$ cat src/rtl/float_pkg.sv
// Shared binary32 field constants and divider FSM state encoding.
package float_pkg;
  localparam int EXP_W = 8;
  localparam int MAN_W = 23;
  localparam int BIAS  = 127;
  localparam logic [31:0] QNAN    = 32'h7FC0_0000;
  localparam logic [31:0] POS_INF = 32'h7F80_0000;
  localparam int DIV_CYCLES = 25;

  typedef enum logic [1:0] {IDLE, DIVIDE, NORM, DONE} state_t;
endpackage

$ cat src/rtl/fp_classify.sv
// Combinational binary32 classifier; exponent-0 words (denormals) count as zero.
module fp_classify
  import float_pkg::*;
(
  input  logic [31:0] x,
  output logic        is_zero,
  output logic        is_inf,
  output logic        is_nan
);
  logic [EXP_W-1:0] exp_f;
  logic [MAN_W-1:0] man_f;
  logic             unused_sign;

  assign exp_f       = x[MAN_W +: EXP_W];
  assign man_f       = x[MAN_W-1:0];
  assign unused_sign = x[31];

  assign is_zero = (exp_f == '0);
  assign is_inf  = (exp_f == '1) && (man_f == '0);
  assign is_nan  = (exp_f == '1) && (man_f != '0);
endmodule

$ cat src/rtl/float_divider.sv
// Iterative binary32 divider: restoring division, one quotient bit per cycle, truncating.
module float_divider
  import float_pkg::*;
(
  input  logic        clk,
  input  logic        rst,
  input  logic [31:0] a,
  input  logic [31:0] b,
  input  logic        in_valid,
  output logic        in_ready,
  output logic [31:0] result,
  output logic        out_valid,
  input  logic        out_ready,
  output logic [3:0]  flags
);
  state_t state, state_nxt;

  logic               sign;
  logic [EXP_W-1:0]   ea, eb;
  logic [MAN_W+1:0]   rem;
  logic [MAN_W:0]     mb;
  logic [MAN_W+1:0]   quo;
  logic [4:0]         cnt;
  logic [MAN_W+1:0]   diff;
  logic               take;

  logic a_zero, a_inf, a_nan;
  logic b_zero, b_inf, b_nan;
  logic        in_sign;
  logic        special;
  logic [31:0] special_res;
  logic [3:0]  special_flags;

  fp_classify u_cls_a (.x(a), .is_zero(a_zero), .is_inf(a_inf), .is_nan(a_nan));
  fp_classify u_cls_b (.x(b), .is_zero(b_zero), .is_inf(b_inf), .is_nan(b_nan));

  // Exponent rebias and saturation to inf/zero; returns {result, flags}.
  function automatic logic [35:0] norm_pack(input logic s, input logic [EXP_W-1:0] ea_f,
                                            input logic [EXP_W-1:0] eb_f, input logic [MAN_W+1:0] q);
    logic signed [9:0]  e;
    logic [MAN_W-1:0]   man;
    e = $signed({2'b00, ea_f}) - $signed({2'b00, eb_f})
        + (q[MAN_W+1] ? $signed(10'(BIAS)) : $signed(10'(BIAS - 1)));
    man = q[MAN_W+1] ? q[MAN_W:1] : q[MAN_W-1:0];
    if (e >= 10'sd255)
      norm_pack = {s, POS_INF[30:0], 4'b0010};
    else if (e <= 10'sd0)
      norm_pack = {s, 31'd0, 4'b0001};
    else
      norm_pack = {s, e[EXP_W-1:0], man, 4'b0000};
  endfunction

  assign in_sign = a[31] ^ b[31];

  // Special operands resolve at accept; order below is the priority order.
  always_comb begin
    special       = 1'b1;
    special_res   = '0;
    special_flags = '0;
    if (a_nan || b_nan || (a_zero && b_zero) || (a_inf && b_inf)) begin
      special_res   = QNAN;
      special_flags = 4'b1000;
    end else if (b_zero && !a_inf) begin
      special_res   = {in_sign, POS_INF[30:0]};
      special_flags = 4'b0100;
    end else if (a_inf) begin
      special_res   = {in_sign, POS_INF[30:0]};
    end else if (a_zero || b_inf) begin
      special_res   = {in_sign, 31'd0};
    end else begin
      special       = 1'b0;
    end
  end

  assign diff = rem - {1'b0, mb};
  assign take = (rem >= {1'b0, mb});

  assign in_ready  = (state == IDLE);
  assign out_valid = (state == DONE);

  always_ff @(posedge clk or negedge rst) begin
    if (!rst) state <= IDLE;
    else      state <= state_nxt;
  end

  always_comb begin
    state_nxt = state;
    case (state)
      IDLE:    if (in_valid) state_nxt = special ? DONE : DIVIDE;
      DIVIDE:  if (cnt == 5'(DIV_CYCLES - 1)) state_nxt = NORM;
      NORM:    state_nxt = DONE;
      DONE:    if (out_ready) state_nxt = IDLE;
      default: state_nxt = IDLE;
    endcase
  end

  always_ff @(posedge clk or negedge rst) begin
    if (!rst) begin
      sign   <= 1'b0;
      ea     <= '0;
      eb     <= '0;
      rem    <= '0;
      mb     <= '0;
      quo    <= '0;
      cnt    <= '0;
      result <= '0;
      flags  <= '0;
    end else begin
      case (state)
        IDLE: if (in_valid) begin
          sign  <= in_sign;
          ea    <= a[MAN_W +: EXP_W];
          eb    <= b[MAN_W +: EXP_W];
          rem   <= {2'b01, a[MAN_W-1:0]};
          mb    <= {1'b1, b[MAN_W-1:0]};
          quo   <= '0;
          cnt   <= '0;
          if (special) begin
            result <= special_res;
            flags  <= special_flags;
          end else begin
            flags  <= '0;
          end
        end
        DIVIDE: begin
          quo <= {quo[MAN_W:0], take};
          rem <= take ? {diff[MAN_W:0], 1'b0} : {rem[MAN_W:0], 1'b0};
          cnt <= cnt + 5'd1;
        end
        NORM:    {result, flags} <= norm_pack(sign, ea, eb, quo);
        DONE:    if (out_ready) flags <= '0;
        default: ;
      endcase
    end
  end
endmodule
$ cat config.mk
export PLATFORM = sky130hd
export DESIGN_NAME = float_divider
export DESIGN_NICKNAME = d
export VERILOG_FILES = /design/src/rtl/float_pkg.sv /design/src/rtl/fp_classify.sv /design/src/rtl/float_divider.sv
export SDC_FILE = /design/constraint.sdc
export NUM_CORES = 1
export LEC_CHECK = 0
export BUFFER_PORTS_ARGS = -buffer_cell sky130_fd_sc_hd__clkbuf_2
export CORE_MARGIN = 4
export CORE_UTILIZATION = 55
export DETAILED_ROUTE_END_ITERATION = 10
export MAX_ROUTING_LAYER = met4
export PLACE_DENSITY = 0.77
export SLEW_MARGIN = 0
export SYNTH_ARGS = -nofsm -noshare
export SYNTH_HDL_FRONTEND = slang
export SYNTH_SLANG_ARGS = --single-unit
export TNS_END_PERCENT = 20
$ cat constraint.sdc
create_clock -name clk -period 4.6 [get_ports clk]
set_input_delay 0.69 -clock clk [delete_from_list [all_inputs] [get_ports clk]]
set_output_delay 0.69 -clock clk [all_outputs]
set_load 0.1 [all_outputs]
=== Word-level counts from Yosys, hierarchy flattened ===
Index checks and enable logic that the tools add are counted.

* Register bits: 134
* Word-level logic and storage cells: 88
* Output and inout bits: 38

* Eq/ne operators: 10
* Multiplexer cells: 33
* Reductions and logical operators: 27
* Bitwise operators: 1
* Add/sub/neg operators: 4
* $lt $le $gt $ge: 3

{| class="wikitable"
|+ Operator list
! kind !! count
|-
| $mux W32 || 6
|-
| $pmux W25 S2 || 2
|-
| $mux W25 || 3
|-
| $mux W35 || 2
|-
| $pmux W32 S2 || 1
|-
| $logic_not A23 Y1 || 2
|-
| $reduce_bool A23 Y1 || 2
|-
| $ge A25 B24 Y1 || 1
|-
| $sub A24 B24 Y24 || 1
|-
| $mux W23 || 1
|-
| $eq A8 B8 Y1 const B || 2
|-
| $logic_not A8 Y1 || 2
|-
| $mux W4 || 4
|-
| $pmux W4 S3 || 1
|-
| $add A9 B8 Y10 || 1
|-
| $ge A10 B9 Y1 const B || 1
|-
| $le A10 B1 Y1 const B || 1
|-
| $pmux W5 S2 || 1
|-
| $reduce_and A3 Y1 || 3
|-
| $sub A8 B8 Y9 || 1
|-
| $mux W2 || 4
|-
| $pmux W2 S4 || 1
|-
| $logic_and A1 B1 Y1 || 7
|-
| $add A5 B1 Y5 const B || 1
|-
| 15 further kinds || 27
|}

=== Logic depth before layout (Yosys ltp) ===
Gate-level depths: netlist of run 1.

* Word-level depth: 10
* Gate-level depth with buffers: 14
* Depth with buffers taken out: 13

=== Hierarchy ===
Synthesis of run 1 repeated with hierarchy kept, for this count alone.

* Cells, all modules: 751
* Area total of the unflattened synthesis: 7788.7 sq um

{| class="wikitable"
|+ Modules (own cells, without submodules)
! module !! times used !! cells each !! area an instance (sq um) !! seq. area each (sq um)
|-
| float_divider || 1 || 719 || 7591.0 || 3353.2
|-
| fp_classify || 2 || 16 || 98.8 || 0.0
|}

=== Worst setup path before layout of run 1 ===
OpenSTA, ideal clock, no wires.

* Kind: flip-flop to flip-flop
* Start: register ea[0]
* End: register result[22]
* Path slack: 1518 ps
* Stages on the path, launching flop included: 13
* Arrival: 2954 ps
* Cells stage by stage: dfrtp_1 -> inv_1 -> ha_1 -> fa_1 -> xor2_1 -> nand3_1 -> a2111oi_2 -> a21boi_0 -> o41ai_2 -> mux2i_2 -> nand3b_4 -> buf_8 -> o21ai_2

* Word-level cells in the longest chain between the ends: 6

{| class="wikitable"
|+ RTL lines
! element !! RTL line !! RTL
|-
| from (decl) || float_divider.sv:19 || <nowiki>logic [EXP_W-1:0] ea, eb;</nowiki>
|-
| from (signal assigned) || float_divider.sv:112 || <nowiki>ea <= a[MAN_W +: EXP_W];</nowiki>
|-
| $sub A8 B8 Y9 (*) || float_divider.sv:42 || <nowiki>e = $signed({2'b00, ea_f}) - $signed({2'b00, eb_f})</nowiki>
|-
| $add A9 B8 Y10 (*) || float_divider.sv:43 || <nowiki>+ (q[MAN_W+1] ? $signed(10'(BIAS)) : $signed(10'(BIAS - 1)));</nowiki>
|-
| $le A10 B1 Y1 || float_divider.sv:47 || <nowiki>else if (e <= 10'sd0)</nowiki>
|-
| $mux W35 || float_divider.sv:47 ||
|-
| $mux W35 (*) || float_divider.sv:45 || <nowiki>if (e >= 10'sd255)</nowiki>
|-
| $pmux W32 S2 (*) || float_divider.sv:109 || <nowiki>case (state)</nowiki>
|-
| to (signal assigned) || float_divider.sv:119 || <nowiki>result <= special_res;</nowiki>
|-
| to (signal assigned) || float_divider.sv:130 || <nowiki>NORM: {result, flags} <= norm_pack(sign, ea, eb, quo);</nowiki>
|-
| to (decl) || float_divider.sv:11 || <nowiki>output logic [31:0] result,</nowiki>
|}

Mark *: on every way between the ends. The rest lies on a longest branch, timed or not.
A chain may end at the register's enable or synchronous reset.

=== Worst setup path after layout of run 1 ===
* Start: register ea[0]
* End: register result[2]

The elaborated chain is that of the path after synthesis.

==> results of run 1 <==
worst max path at each step:
stage	slack (ns)	endpoint	start
floorplan	1.52	result[22]	ea[0]
global placement	1.09	result[1]	eb[0]
detailed placement	0.97	result[2]	ea[0]
CTS	0.95	result[2]	eb[0]
global route	0.55	result[0]	ea[0]
finish	0.92	result[2]	ea[0]
sequential cells by signal, indices dropped and copies added, names as in the netlist:
| name | cells |
|---|---|
| result | 32 |
| quo | 25 |
| rem | 25 |
| mb | 24 |
| ea | 8 |
| eb | 8 |
| cnt | 5 |
| flags | 4 |
| state | 2 |
| sign | 1 |
layout make-up:
| class | instances | area (um^2) |
|---|---|---|
| sequential | 134 | 3350 |
| fill | 1137 | 4770 |
| clock inverter | 14 | 173 |
| inverter | 55 | 206 |
| tap | 180 | 225 |
| timing repair buffer | 114 | 599 |
| multi-input combinational | 583 | 4280 |
| clock buffer | 18 | 439 |
routing by layer:
| metal | vias to the layer above | global-route usage, % | share of wire [%] |
|---|---|---|---|
| li1 | 3179 | - | - |
| met1 | 3132 | 33.5 | 45 |
| met2 | 208 | 37.5 | 46 |
| met3 | 30 | 6.14 | 6.1 |
| met4 | 0 | 8.80 | 2.4 |
| met5 | - | - | 0 |
synthesized netlist by cell type, types with 3 or more instances:
| master | count | share of area [%] |
|---|---|---|
| sky130_fd_sc_hd__a211oi_1 | 5 | 0.47 |
| sky130_fd_sc_hd__a21o_1 | 10 | 0.94 |
| sky130_fd_sc_hd__a21oi_1 | 51 | 3.2 |
| sky130_fd_sc_hd__a221oi_1 | 3 | 0.33 |
| sky130_fd_sc_hd__a22o_1 | 31 | 3.4 |
| sky130_fd_sc_hd__a22oi_1 | 16 | 1.5 |
| sky130_fd_sc_hd__a31oi_1 | 6 | 0.47 |
| sky130_fd_sc_hd__and3_1 | 3 | 0.24 |
| sky130_fd_sc_hd__clkbuf_1 | 29 | 1.4 |
| sky130_fd_sc_hd__dfrtp_1 | 134 | 42 |
| sky130_fd_sc_hd__ha_1 | 40 | 6.3 |
| sky130_fd_sc_hd__inv_1 | 55 | 2.6 |
| sky130_fd_sc_hd__mux2_2 | 41 | 5.8 |
| sky130_fd_sc_hd__mux2i_1 | 27 | 3.4 |
| sky130_fd_sc_hd__nand2_1 | 69 | 3.3 |
| sky130_fd_sc_hd__nand2b_1 | 4 | 0.31 |
| sky130_fd_sc_hd__nand3_1 | 12 | 0.75 |
| sky130_fd_sc_hd__nand4_1 | 8 | 0.63 |
| sky130_fd_sc_hd__nand4b_1 | 4 | 0.44 |
| sky130_fd_sc_hd__nor2_1 | 41 | 1.9 |
| sky130_fd_sc_hd__nor2b_1 | 5 | 0.39 |
| sky130_fd_sc_hd__nor3_1 | 18 | 1.1 |
| sky130_fd_sc_hd__nor4_1 | 18 | 1.4 |
| sky130_fd_sc_hd__o21a_1 | 8 | 0.75 |
| sky130_fd_sc_hd__o21ai_0 | 45 | 2.8 |
| sky130_fd_sc_hd__o21ai_2 | 21 | 2.3 |
| sky130_fd_sc_hd__o22a_1 | 8 | 0.88 |
| sky130_fd_sc_hd__o22ai_1 | 6 | 0.47 |
| sky130_fd_sc_hd__o311ai_0 | 5 | 0.55 |
| sky130_fd_sc_hd__o31a_1 | 4 | 0.44 |
| sky130_fd_sc_hd__o31ai_1 | 7 | 0.66 |
| sky130_fd_sc_hd__or2_2 | 4 | 0.31 |
| sky130_fd_sc_hd__or3_1 | 3 | 0.24 |
| sky130_fd_sc_hd__xnor2_1 | 15 | 1.6 |
| sky130_fd_sc_hd__xor2_1 | 8 | 0.88 |
cells in the final DEF, fill, tap and decap left out, drive strengths merged, types with 9 or more instances in the layout:
cell type  count
a21oi         51
inv           59
nor3          18
dfrtp        134
a22o          31
a21o          10
mux2          41
xnor2         15
clkbuf       122
ha            40
nand2         69
o21ai         67
nor2          41
nand4          9
a22oi         17
mux2i         28
nor4          18
buf           10
nand3         12
through the flow:
| step | hold WS [ns] | cells | area, um^2 | util, % | setup WS, ns |
|---|---|---|---|---|---|
| floorplan | 0.394 | 804 | 7960 | - | 1.52 |
| global placement | 0.435 | 1066 | 8660 | 61.7 | 1.09 |
| CTS | 0.201 | 1098 | 9280 | 66.1 | 0.951 |
| finish | 0.194 | 1098 | 9280 | 66.1 | 0.924 |
| detailed placement | 0.445 | 1066 | 8660 | 61.7 | 0.972 |
| global route | 0.223 | 1098 | 9280 | 66.1 | 0.549 |
critical path: cells and delay by family (launching register included):
family          cells  cell delay, ns
compound gates      4            1.19
fa+ha+maj           2            0.65
simple gates        2            0.62
xor+xnor            1            0.37
mux                 1            0.35
flops               1            0.34
buf+inv             1            0.05
kinds of logic after synthesis:
logic type | count (synthesis) | synth area share (%)
adder cells (fa/ha/maj) | 42 | 6.79
XOR/XNOR | 23 | 2.53
buffers and inverters | 87 | 4.48
flip-flops | 134 | 42.1
multiplexers | 69 | 9.36
AND/OR/NAND/NOR | 202 | 12.8
AO/OA/AOI/OAI | 247 | 21.9
==> run_summary.xml, run 1 <==
<?xml version="1.0" encoding="UTF-8"?>
<metrics>
  <group name="route">
    <metric name="drtIter0Drc" unit="">546</metric>
    <metric name="drt_pass1_iterations" unit="">7</metric>
    <metric name="route.vias.total" unit="">6549</metric>
    <metric name="routed_wirelength" unit="um">19400</metric>
    <metric name="post_route_ant_nets" unit="">0</metric>
    <metric name="per_cell_routed_wire_length" unit="um">17.6</metric>
    <metric name="total_drc_errors_in_the_routed_layout" unit="">0</metric>
    <metric name="drt-vias-per-instance" unit="">5.96</metric>
  </group>
  <group name="timing">
    <metric name="report.final.hold_viol_count" unit="">0</metric>
    <metric name="setup_repair_after_global_routing_missed_its_margin" unit="">no</metric>
    <metric name="tns" unit="ns">0</metric>
    <metric name="max_freq" unit="MHz">272</metric>
    <metric name="final_max_slew_viol_count" unit="">0</metric>
    <metric name="skew" unit="ns">0.00494</metric>
    <metric name="endpoints_failing_setup" unit="">0</metric>
    <metric name="period_needed" unit="ns">3.68</metric>
    <metric name="tightest_slew" unit="ns">0.896</metric>
    <metric name="layout_worst_path_cycle_share" unit="%">79.9</metric>
    <metric name="max_slew_margin" unit="%">39.6</metric>
  </group>
  <group name="clock_network">
    <metric name="clock_sink_count" unit="">134</metric>
    <metric name="cts_post_setup_buffers_inserted" unit="">0</metric>
    <metric name="clk_pin_slew_worst_paths" unit="ns">0.06</metric>
    <metric name="post_cts_resize_count" unit="">0</metric>
    <metric name="root_buffer" unit="">sky130_fd_sc_hd__clkbuf_16</metric>
    <metric name="cts-htree-levels" unit="">4</metric>
    <metric name="cts_tree" unit="">done</metric>
    <metric name="cts-root-to-sink-buffers" unit="">2</metric>
    <metric name="postCtsHoldBufs" unit="">0</metric>
    <metric name="clock_buffer_count_from_cts" unit="">17</metric>
    <metric name="clk_latency" unit="ns">0.42</metric>
  </group>
  <group name="layout">
    <metric name="synthToLayoutAreaGrowth" unit="%">16.5</metric>
    <metric name="antenna_cells" unit="">0</metric>
    <metric name="finalNetCount" unit="">1015</metric>
    <metric name="drive_gt1_share" unit="%">25.1</metric>
  </group>
  <group name="status">
    <metric name="run_status" unit="">finished, final reports clean</metric>
  </group>
  <group name="worst_setup_path">
    <metric name="delay_of_the_slowest_critical_path_stage" unit="ns">0.50</metric>
    <metric name="regToRegStartpoint" unit="">ea[0]</metric>
    <metric name="crit_path_arrival_time" unit="ns">4.01</metric>
    <metric name="critical_path.reg2reg.endpoint" unit="">result[2]</metric>
    <metric name="path_class" unit="">register to register</metric>
    <metric name="critical_path.cell_chain" unit="">inv_1 -&gt; ha_1 -&gt; fa_1 -&gt; xor2_1 -&gt; nand3_1 -&gt; o311ai_0 -&gt; a21boi_0 -&gt; o41ai_2 -&gt; mux2i_2 -&gt; nand3b_4 -&gt; o21ai_0</metric>
    <metric name="cp_slowest_cell" unit="">sky130_fd_sc_hd__o311ai_0</metric>
    <metric name="r2r_setup_slack" unit="ns">0.92</metric>
    <metric name="cp_max_fo" unit="">23</metric>
    <metric name="cp_data_required_time" unit="ns">4.93</metric>
    <metric name="r2r.worst_path.cells" unit="">11</metric>
    <metric name="critical_path_startpoint_category" unit="">register</metric>
    <metric name="worst_setup_path_end_kind" unit="">register</metric>
  </group>
  <group name="hold_path">
    <metric name="holdCritPathClass" unit="">input pin to asynchronous set/reset pin</metric>
  </group>
  <group name="synthesis">
    <metric name="post_synth_num_cell_types" unit="">69</metric>
    <metric name="synth_flop_cell" unit="">sky130_fd_sc_hd__dfrtp_1</metric>
    <metric name="synth_cells" unit="">804</metric>
    <metric name="synth_enable_flop_cells" unit="">0</metric>
    <metric name="synth_seq_area_share" unit="%">42.1</metric>
    <metric name="syn-cell-area" unit="um^2">7960</metric>
    <metric name="syn-mean-instance-area" unit="um^2">9.91</metric>
    <metric name="ys_seq_elements" unit="">134</metric>
    <metric name="postSynthNetCount" unit="">914</metric>
    <metric name="async_set_or_reset_flop_fraction_in_the_synthesized_netlist" unit="%">100</metric>
    <metric name="synth.yosys.warnings" unit="">0</metric>
  </group>
  <group name="floorplanning">
    <metric name="initial_utilization" unit="%">56.7</metric>
    <metric name="floorplan.rows" unit="">43</metric>
    <metric name="boundaryPins" unit="">106</metric>
    <metric name="chip_width" unit="um">128</metric>
    <metric name="fp.coreArea" unit="um^2">14000</metric>
    <metric name="chipHeight" unit="um">128</metric>
    <metric name="die_area" unit="um^2">16500</metric>
  </group>
  <group name="grt">
    <metric name="grt_overflow_total" unit="">0</metric>
    <metric name="grt_max_degree" unit="">52</metric>
    <metric name="gr-usage-all-layers" unit="%">25.1</metric>
    <metric name="grt_pass1_vias" unit="">6428</metric>
    <metric name="grt_pass1_wl" unit="um">32000</metric>
    <metric name="initial_antenna_violation_count" unit="">0</metric>
  </group>
  <group name="placement">
    <metric name="gpl.final_weighted_congestion" unit="">0.952</metric>
    <metric name="hpwlAfterDp" unit="um">14000</metric>
    <metric name="port_buffers" unit="">105</metric>
  </group>
  <group name="flow_run">
    <metric name="timing.max_cap.violations" unit="">0</metric>
  </group>
</metrics>
Power of run 1 is left out: the tool's default activity adds up to more than one toggle a clock period on the data nets, which glitch-free logic cannot reach.
==> run 2, diff against run 1 <==
--- a/config.mk
+++ b/config.mk
@@ -5,12 +5,13 @@
 export SDC_FILE = /design/constraint.sdc
 export NUM_CORES = 1
 export LEC_CHECK = 0
+export ABC_AREA = 1
 export BUFFER_PORTS_ARGS = -buffer_cell sky130_fd_sc_hd__clkbuf_2
 export CORE_MARGIN = 4
 export CORE_UTILIZATION = 55
 export DETAILED_ROUTE_END_ITERATION = 10
 export MAX_ROUTING_LAYER = met4
-export PLACE_DENSITY = 0.77
+export PLACE_DENSITY = 0.76
 export SLEW_MARGIN = 0
 export SYNTH_ARGS = -nofsm -noshare
 export SYNTH_HDL_FRONTEND = slang
==> constraint.sdc (replaced) <==
create_clock -name clk -period 3.4 [get_ports clk]
set_input_delay 0.51 -clock clk [delete_from_list [all_inputs] [get_ports clk]]
set_output_delay 0.51 -clock clk [all_outputs]
set_load 0.1 [all_outputs]
==> run_summary.xml, run 2 <==
<?xml version="1.0" encoding="UTF-8"?>
<metrics>
  <group name="worst_setup_path">
    <metric name="path_class" unit="">register to register</metric>
    <metric name="critical_path.reg2reg.endpoint" unit="">result[0]</metric>
    <metric name="r2r_setup_slack" unit="ns">0.44</metric>
    <metric name="critical_path_startpoint_category" unit="">register</metric>
    <metric name="cp_data_required_time" unit="ns">3.71</metric>
    <metric name="regToRegStartpoint" unit="">ea[0]</metric>
    <metric name="r2r.worst_path.cells" unit="">16</metric>
    <metric name="worst_setup_path_end_kind" unit="">register</metric>
    <metric name="crit_path_arrival_time" unit="ns">3.27</metric>
    <metric name="cp_max_fo" unit="">23</metric>
  </group>
  <group name="clock_network">
    <metric name="postCtsHoldBufs" unit="">0</metric>
    <metric name="post_cts_resize_count" unit="">0</metric>
    <metric name="cts_tree" unit="">done</metric>
    <metric name="root_buffer" unit="">sky130_fd_sc_hd__clkbuf_16</metric>
    <metric name="cts_post_setup_buffers_inserted" unit="">0</metric>
    <metric name="cts-htree-levels" unit="">4</metric>
    <metric name="clk_latency" unit="ns">0.43</metric>
    <metric name="clock_sink_count" unit="">134</metric>
    <metric name="clk_pin_slew_worst_paths" unit="ns">0.06</metric>
    <metric name="clock_buffer_count_from_cts" unit="">17</metric>
    <metric name="cts-root-to-sink-buffers" unit="">2</metric>
  </group>
  <group name="timing">
    <metric name="setup_repair_after_global_routing_missed_its_margin" unit="">no</metric>
    <metric name="tightest_slew" unit="ns">0.765</metric>
    <metric name="report.final.hold_viol_count" unit="">0</metric>
    <metric name="final_max_slew_viol_count" unit="">0</metric>
    <metric name="layout_worst_path_cycle_share" unit="%">87.2</metric>
    <metric name="tns" unit="ns">0</metric>
    <metric name="period_needed" unit="ns">2.96</metric>
    <metric name="max_slew_margin" unit="%">49.0</metric>
    <metric name="max_freq" unit="MHz">337</metric>
    <metric name="endpoints_failing_setup" unit="">0</metric>
    <metric name="final.hold.worst_slack" unit="ns">0.133</metric>
    <metric name="skew" unit="ns">0.0188</metric>
  </group>
  <group name="floorplanning">
    <metric name="boundaryPins" unit="">106</metric>
    <metric name="chipHeight" unit="um">135</metric>
    <metric name="chip_width" unit="um">135</metric>
    <metric name="fp.coreArea" unit="um^2">15800</metric>
    <metric name="initial_utilization" unit="%">56.0</metric>
    <metric name="die_area" unit="um^2">18200</metric>
    <metric name="floorplan.rows" unit="">46</metric>
  </group>
  <group name="synthesis">
    <metric name="post_synth_main_area_contributors" unit="">sky130_fd_sc_hd__dfrtp_1 (38%), sky130_fd_sc_hd__nand2_1 (12%), sky130_fd_sc_hd__inv_1 (8.4%)</metric>
    <metric name="synth_flop_cell" unit="">sky130_fd_sc_hd__dfrtp_1</metric>
    <metric name="post_synth_num_cell_types" unit="">50</metric>
    <metric name="post-synth-top-count-cell" unit="">sky130_fd_sc_hd__nand2_1</metric>
    <metric name="synth_seq_area_share" unit="%">37.8</metric>
    <metric name="synth.yosys.warnings" unit="">0</metric>
    <metric name="syn-mean-instance-area" unit="um^2">7.34</metric>
    <metric name="async_set_or_reset_flop_fraction_in_the_synthesized_netlist" unit="%">100</metric>
    <metric name="yosys-top-cells-count" unit="">sky130_fd_sc_hd__nand2_1 (289), sky130_fd_sc_hd__inv_1 (198), sky130_fd_sc_hd__dfrtp_1 (134)</metric>
    <metric name="synth_cells" unit="">1208</metric>
    <metric name="syn-cell-area" unit="um^2">8860</metric>
    <metric name="postSynthNetCount" unit="">1318</metric>
    <metric name="synth_largest_type_area_fraction" unit="%">37.8</metric>
    <metric name="ys_seq_elements" unit="">134</metric>
    <metric name="largest_area_contributor_in_the_synthesized_netlist" unit="">sky130_fd_sc_hd__dfrtp_1</metric>
    <metric name="synth_enable_flop_cells" unit="">0</metric>
  </group>
  <group name="route">
    <metric name="route.vias.total" unit="">8045</metric>
    <metric name="total_drc_errors_in_the_routed_layout" unit="">0</metric>
    <metric name="post_route_ant_nets" unit="">0</metric>
    <metric name="routed_wirelength" unit="um">21500</metric>
    <metric name="drtIter0Drc" unit="">615</metric>
    <metric name="drt_pass1_iterations" unit="">5</metric>
    <metric name="drt-vias-per-instance" unit="">5.27</metric>
    <metric name="per_cell_routed_wire_length" unit="um">14.1</metric>
  </group>
  <group name="layout">
    <metric name="synthToLayoutAreaGrowth" unit="%">13.2</metric>
    <metric name="antenna_cells" unit="">0</metric>
    <metric name="reg.largest.list" unit="">result (32), quo (25), rem (25)</metric>
    <metric name="number_of_flip_flops_under_the_largest_register_name" unit="">32</metric>
    <metric name="multi_input_comb_area" unit="um^2">4480</metric>
    <metric name="layout.area.seq" unit="um^2">3350</metric>
    <metric name="filler_cell_count" unit="">1446</metric>
    <metric name="finalNetCount" unit="">1409</metric>
    <metric name="max_flop_register" unit="">result</metric>
    <metric name="mostFrequentLayoutCell" unit="">sky130_fd_sc_hd__nand2_1</metric>
    <metric name="layout_common_cells" unit="">sky130_fd_sc_hd__nand2_1 (288), sky130_fd_sc_hd__inv_1 (198), sky130_fd_sc_hd__dfrtp_1 (134)</metric>
    <metric name="drive_gt1_share" unit="%">16.7</metric>
  </group>
  <group name="grt">
    <metric name="gr-usage-all-layers" unit="%">24.9</metric>
    <metric name="grt_pass1_wl" unit="um">35800</metric>
    <metric name="grt-busiest-layer" unit="">met2</metric>
    <metric name="grtUsageMet2" unit="%">39.0</metric>
    <metric name="use_met3" unit="%">4.51</metric>
    <metric name="initial_antenna_violation_count" unit="">0</metric>
    <metric name="grt_overflow_total" unit="">0</metric>
    <metric name="grt_max_degree" unit="">83</metric>
    <metric name="grt_pass1_vias" unit="">7462</metric>
    <metric name="use_met1" unit="%">34.0</metric>
  </group>
  <group name="flow_run">
    <metric name="timing.max_cap.violations" unit="">0</metric>
  </group>
  <group name="status">
    <metric name="run_status" unit="">finished, final reports clean</metric>
  </group>
  <group name="placement">
    <metric name="gpl.final_weighted_congestion" unit="">0.926</metric>
    <metric name="port_buffers" unit="">105</metric>
    <metric name="hpwlAfterDp" unit="um">16000</metric>
  </group>
  <group name="hold_path">
    <metric name="holdCritPathClass" unit="">input pin to asynchronous set/reset pin</metric>
  </group>
</metrics>
[run 2: cell types whose count changed after synthesis, sizes merged, moves of 31 or more]
cell | before | now
nand2 | 69 | 308
a22o | 31 | 0
nand4 | 9 | 48
inv | 55 | 206
o21ai | 67 | 103
nor2 | 41 | 101
nand3 | 12 | 67
mux2 | 41 | 0
[run 2: metal layers]
layer  part of all wire (%)  vias up
met5                      0        -
met4                    1.7        0
met3                    4.8       24
met2                     47      196
met1                     47     3714
li1                       -     4111
[run 2: area by class of cell]
cell class / count / share of cell area (%)
inverter: 208 / 7.78
sequential: 134 / 33.4
timing repair buffer: 116 / 6.12
multi-input combinational: 822 / 44.7
tap: 216 / 2.69
clock inverter: 12 / 0.960
clock buffer: 19 / 4.32
[run 2: critical path, stage by stage, from the launching register on]
cell and delay, ns:
sky130_fd_sc_hd__dfrtp_1 0.34, sky130_fd_sc_hd__inv_1 0.04, sky130_fd_sc_hd__ha_1 0.21, sky130_fd_sc_hd__fa_1 0.49, sky130_fd_sc_hd__ha_1 0.30, sky130_fd_sc_hd__inv_1 0.05
sky130_fd_sc_hd__or2_2 0.26, sky130_fd_sc_hd__nor2_1 0.10, sky130_fd_sc_hd__nand3_1 0.09, sky130_fd_sc_hd__nor2_2 0.12, sky130_fd_sc_hd__nand2_2 0.07, sky130_fd_sc_hd__nor2_4 0.10
sky130_fd_sc_hd__nand3_4 0.13, sky130_fd_sc_hd__nand2_4 0.30, sky130_fd_sc_hd__nor2_1 0.08, sky130_fd_sc_hd__nand4_1 0.09, sky130_fd_sc_hd__nand2_1 0.06
[run 2: kinds of logic (layout without fill, tap and decap cells)]
group,Yosys count,count (layout),synth area share [%]
DFF,134,134,37.8
AOI/OAI and AO/OA,219,219,14.4
adders and majority gates,42,42,6.10
buffers and inverters,252,355,11.7
xor gates and xnor gates,20,20,1.98
and+or+nand+nor,541,541,28.0
[run 2: stage by stage]
step / setup slack, ns / instances / cell area (um^2) / util [%]
after CTS: 0.443 / 1527 / 10000 / 63.4
after global placement: 0.507 / 1496 / 9500 / 60.0
after detailed placement: 0.391 / 1496 / 9500 / 60.0
final: 0.436 / 1527 / 10000 / 63.4
after floorplan: 0.665 / 1208 / 8860 / -
after global routing: 0.218 / 1527 / 10000 / 63.4
[run 2: worst max path at each step]
stage	from	to	slack, ns	depth (start not counted)
6_report	ea[0]	result[0]	0.44	16
5_1_grt	ea[0]	result[0]	0.22	16
4_1_cts	ea[0]	result[2]	0.44	16
3_5_place_dp	a[19]	result[22]	0.39	13
3_3_place_gp	a[7]	result[22]	0.51	13
2_1_floorplan	state[0]	quo[16]	0.67	8
Power of run 2 is left out for the same reason.
==> run 3, diff against run 2 <==
--- a/config.mk
+++ b/config.mk
@@ -8,10 +8,9 @@
 export ABC_AREA = 1
 export BUFFER_PORTS_ARGS = -buffer_cell sky130_fd_sc_hd__clkbuf_2
 export CORE_MARGIN = 4
-export CORE_UTILIZATION = 55
+export CORE_UTILIZATION = 40
 export DETAILED_ROUTE_END_ITERATION = 10
 export MAX_ROUTING_LAYER = met4
-export PLACE_DENSITY = 0.76
 export SLEW_MARGIN = 0
 export SYNTH_ARGS = -nofsm -noshare
 export SYNTH_HDL_FRONTEND = slang
==> run_summary.xml, run 3 (same netlist as run 2, synthesis figures left out) <==
<?xml version="1.0" encoding="UTF-8"?>
<metrics>
  <group name="status">
    <metric name="run_status" unit="">finished, final reports clean</metric>
  </group>
  <group name="layout">
    <metric name="finalNetCount" unit="">1410</metric>
    <metric name="multi_input_comb_area" unit="um^2">4480</metric>
    <metric name="number_of_flip_flops_under_the_largest_register_name" unit="">32</metric>
    <metric name="postLayoutCellArea" unit="um^2">10100</metric>
    <metric name="reg.largest.list" unit="">result (32), quo (25), rem (25)</metric>
    <metric name="mostFrequentLayoutCell" unit="">sky130_fd_sc_hd__nand2_1</metric>
    <metric name="layout_common_cells" unit="">sky130_fd_sc_hd__nand2_1 (288), sky130_fd_sc_hd__inv_1 (198), sky130_fd_sc_hd__dfrtp_1 (134)</metric>
    <metric name="filler_cell_count" unit="">2203</metric>
    <metric name="layoutNonFillerInstCount" unit="">1593</metric>
    <metric name="drive_gt1_share" unit="%">17.0</metric>
    <metric name="antenna_cells" unit="">0</metric>
    <metric name="layout.area.seq" unit="um^2">3350</metric>
    <metric name="synthToLayoutAreaGrowth" unit="%">14.3</metric>
    <metric name="max_flop_register" unit="">result</metric>
  </group>
  <group name="route">
    <metric name="drt-vias-per-instance" unit="">4.98</metric>
    <metric name="per_cell_routed_wire_length" unit="um">14.2</metric>
    <metric name="post_route_ant_nets" unit="">0</metric>
    <metric name="total_drc_errors_in_the_routed_layout" unit="">0</metric>
    <metric name="drtIter0Drc" unit="">443</metric>
    <metric name="drt_pass1_iterations" unit="">5</metric>
    <metric name="route.vias.total" unit="">7932</metric>
    <metric name="routed_wirelength" unit="um">22600</metric>
  </group>
  <group name="timing">
    <metric name="tightest_slew" unit="ns">0.763</metric>
    <metric name="endpoints_failing_setup" unit="">0</metric>
    <metric name="layout_worst_path_cycle_share" unit="%">88.4</metric>
    <metric name="period_needed" unit="ns">3.01</metric>
    <metric name="setup_repair_after_global_routing_missed_its_margin" unit="">no</metric>
    <metric name="report.final.hold_viol_count" unit="">0</metric>
    <metric name="tns" unit="ns">0</metric>
    <metric name="skew" unit="ns">0.0127</metric>
    <metric name="max_slew_margin" unit="%">49.1</metric>
    <metric name="max_freq" unit="MHz">333</metric>
    <metric name="final_max_slew_viol_count" unit="">0</metric>
  </group>
  <group name="placement">
    <metric name="gpl.final_weighted_congestion" unit="">0.887</metric>
    <metric name="placement.cell_area" unit="um^2">9590</metric>
    <metric name="hpwlAfterDp" unit="um">16900</metric>
    <metric name="port_buffers" unit="">105</metric>
    <metric name="post-place-cells" unit="">1561</metric>
  </group>
  <group name="clock_network">
    <metric name="root_buffer" unit="">sky130_fd_sc_hd__clkbuf_16</metric>
    <metric name="clk_latency" unit="ns">0.43</metric>
    <metric name="cts_tree" unit="">done</metric>
    <metric name="clock_sink_count" unit="">134</metric>
    <metric name="clock_buffer_count_from_cts" unit="">17</metric>
    <metric name="cts_post_setup_buffers_inserted" unit="">0</metric>
    <metric name="cts-htree-levels" unit="">4</metric>
    <metric name="postCtsHoldBufs" unit="">0</metric>
    <metric name="clk_pin_slew_worst_paths" unit="ns">0.07</metric>
    <metric name="post_cts_resize_count" unit="">0</metric>
    <metric name="cts-root-to-sink-buffers" unit="">2</metric>
  </group>
  <group name="worst_setup_path">
    <metric name="cp_data_required_time" unit="ns">3.72</metric>
    <metric name="cp_max_fo" unit="">23</metric>
    <metric name="r2r_setup_slack" unit="ns">0.39</metric>
    <metric name="path_class" unit="">register to register</metric>
    <metric name="worst_setup_path_end_kind" unit="">register</metric>
    <metric name="critical_path_startpoint_category" unit="">register</metric>
    <metric name="crit_path_arrival_time" unit="ns">3.32</metric>
  </group>
  <group name="grt">
    <metric name="grt_max_degree" unit="">66</metric>
    <metric name="grt_overflow_total" unit="">0</metric>
    <metric name="grt_pass1_wl" unit="um">38000</metric>
    <metric name="grt_pass1_vias" unit="">7573</metric>
    <metric name="gr-usage-all-layers" unit="%">19.6</metric>
    <metric name="initial_antenna_violation_count" unit="">0</metric>
  </group>
  <group name="floorplanning">
    <metric name="die_area" unit="um^2">24600</metric>
    <metric name="boundaryPins" unit="">106</metric>
    <metric name="chipHeight" unit="um">157</metric>
    <metric name="fp.coreArea" unit="um^2">21800</metric>
    <metric name="chip_width" unit="um">157</metric>
    <metric name="initial_utilization" unit="%">40.6</metric>
    <metric name="floorplan.rows" unit="">54</metric>
  </group>
  <group name="hold_path">
    <metric name="holdCritPathClass" unit="">input pin to asynchronous set/reset pin</metric>
  </group>
  <group name="flow_run">
    <metric name="timing.max_cap.violations" unit="">0</metric>
  </group>
</metrics>
## run 3: changes by cell type in the layout (fill, tap and decap cells not counted), sizes merged
cell / delta
inv: +2
buf: +1
clkinvlp: +1
clkbuf: -2
## run 3: final timing paths
kind	depth (start not counted)	end	from
worst max-delay path	16	result[0]	ea[0]
worst min-delay path	1	flags[3]	rst
worst max register to register	16	result[0]	ea[0]
worst min register to register	2	mb[23]	mb[23]
max in group asynchronous	2	result[11]	rst
min in group clk	3	mb[6]	b[6]
## run 3: layout make-up
| cell class | count | share of cell area (%) |
|---|---|---|
| Multi-Input combinational cell | 822 | 44.2 |
| Sequential cell | 134 | 33.1 |
| Inverter | 208 | 7.70 |
| Timing Repair Buffer | 117 | 6.14 |
| Clock buffer | 17 | 4.20 |
| Tap cell | 280 | 3.46 |
| Clock inverter | 15 | 1.17 |
## run 3: stage by stage
stage | worst slack, ns | utilization (%) | hold slack [ns]
after floorplan | 0.665 | - | 0.214
after global placement | 0.473 | 43.9 | 0.443
after detailed placement | 0.396 | 43.9 | 0.449
after CTS | 0.377 | 46.4 | 0.0976
after global routing | 0.177 | 46.4 | 0.127
final | 0.394 | 46.4 | 0.0878
## run 3: worst max-delay path, cell delays in order (launching register included)
cell	delay (ns)
sky130_fd_sc_hd__dfrtp_1	0.35
sky130_fd_sc_hd__inv_1	0.05
sky130_fd_sc_hd__ha_1	0.21
sky130_fd_sc_hd__fa_1	0.48
sky130_fd_sc_hd__ha_1	0.30
sky130_fd_sc_hd__inv_1	0.06
sky130_fd_sc_hd__or2_2	0.27
sky130_fd_sc_hd__nor2_1	0.11
sky130_fd_sc_hd__nand3_1	0.10
sky130_fd_sc_hd__nor2_2	0.12
sky130_fd_sc_hd__nand2_2	0.07
sky130_fd_sc_hd__nor2_4	0.10
sky130_fd_sc_hd__nand3_4	0.13
sky130_fd_sc_hd__nand2_4	0.31
sky130_fd_sc_hd__nor2_1	0.08
sky130_fd_sc_hd__nand4_1	0.09
sky130_fd_sc_hd__nand2_1	0.06
## run 3: routing by layer
| layer | vias to the layer above | part of all wire (%) | GRT usage (%) |
|---|---|---|---|
| li1 | 4101 | - | - |
| met3 | 26 | 4.7 | 3.57 |
| met4 | 0 | 1.9 | 4.96 |
| met5 | - | 0 | - |
| met2 | 181 | 45 | 29.5 |
| met1 | 3624 | 49 | 27.4 |
Power of run 3 is left out for the same reason.
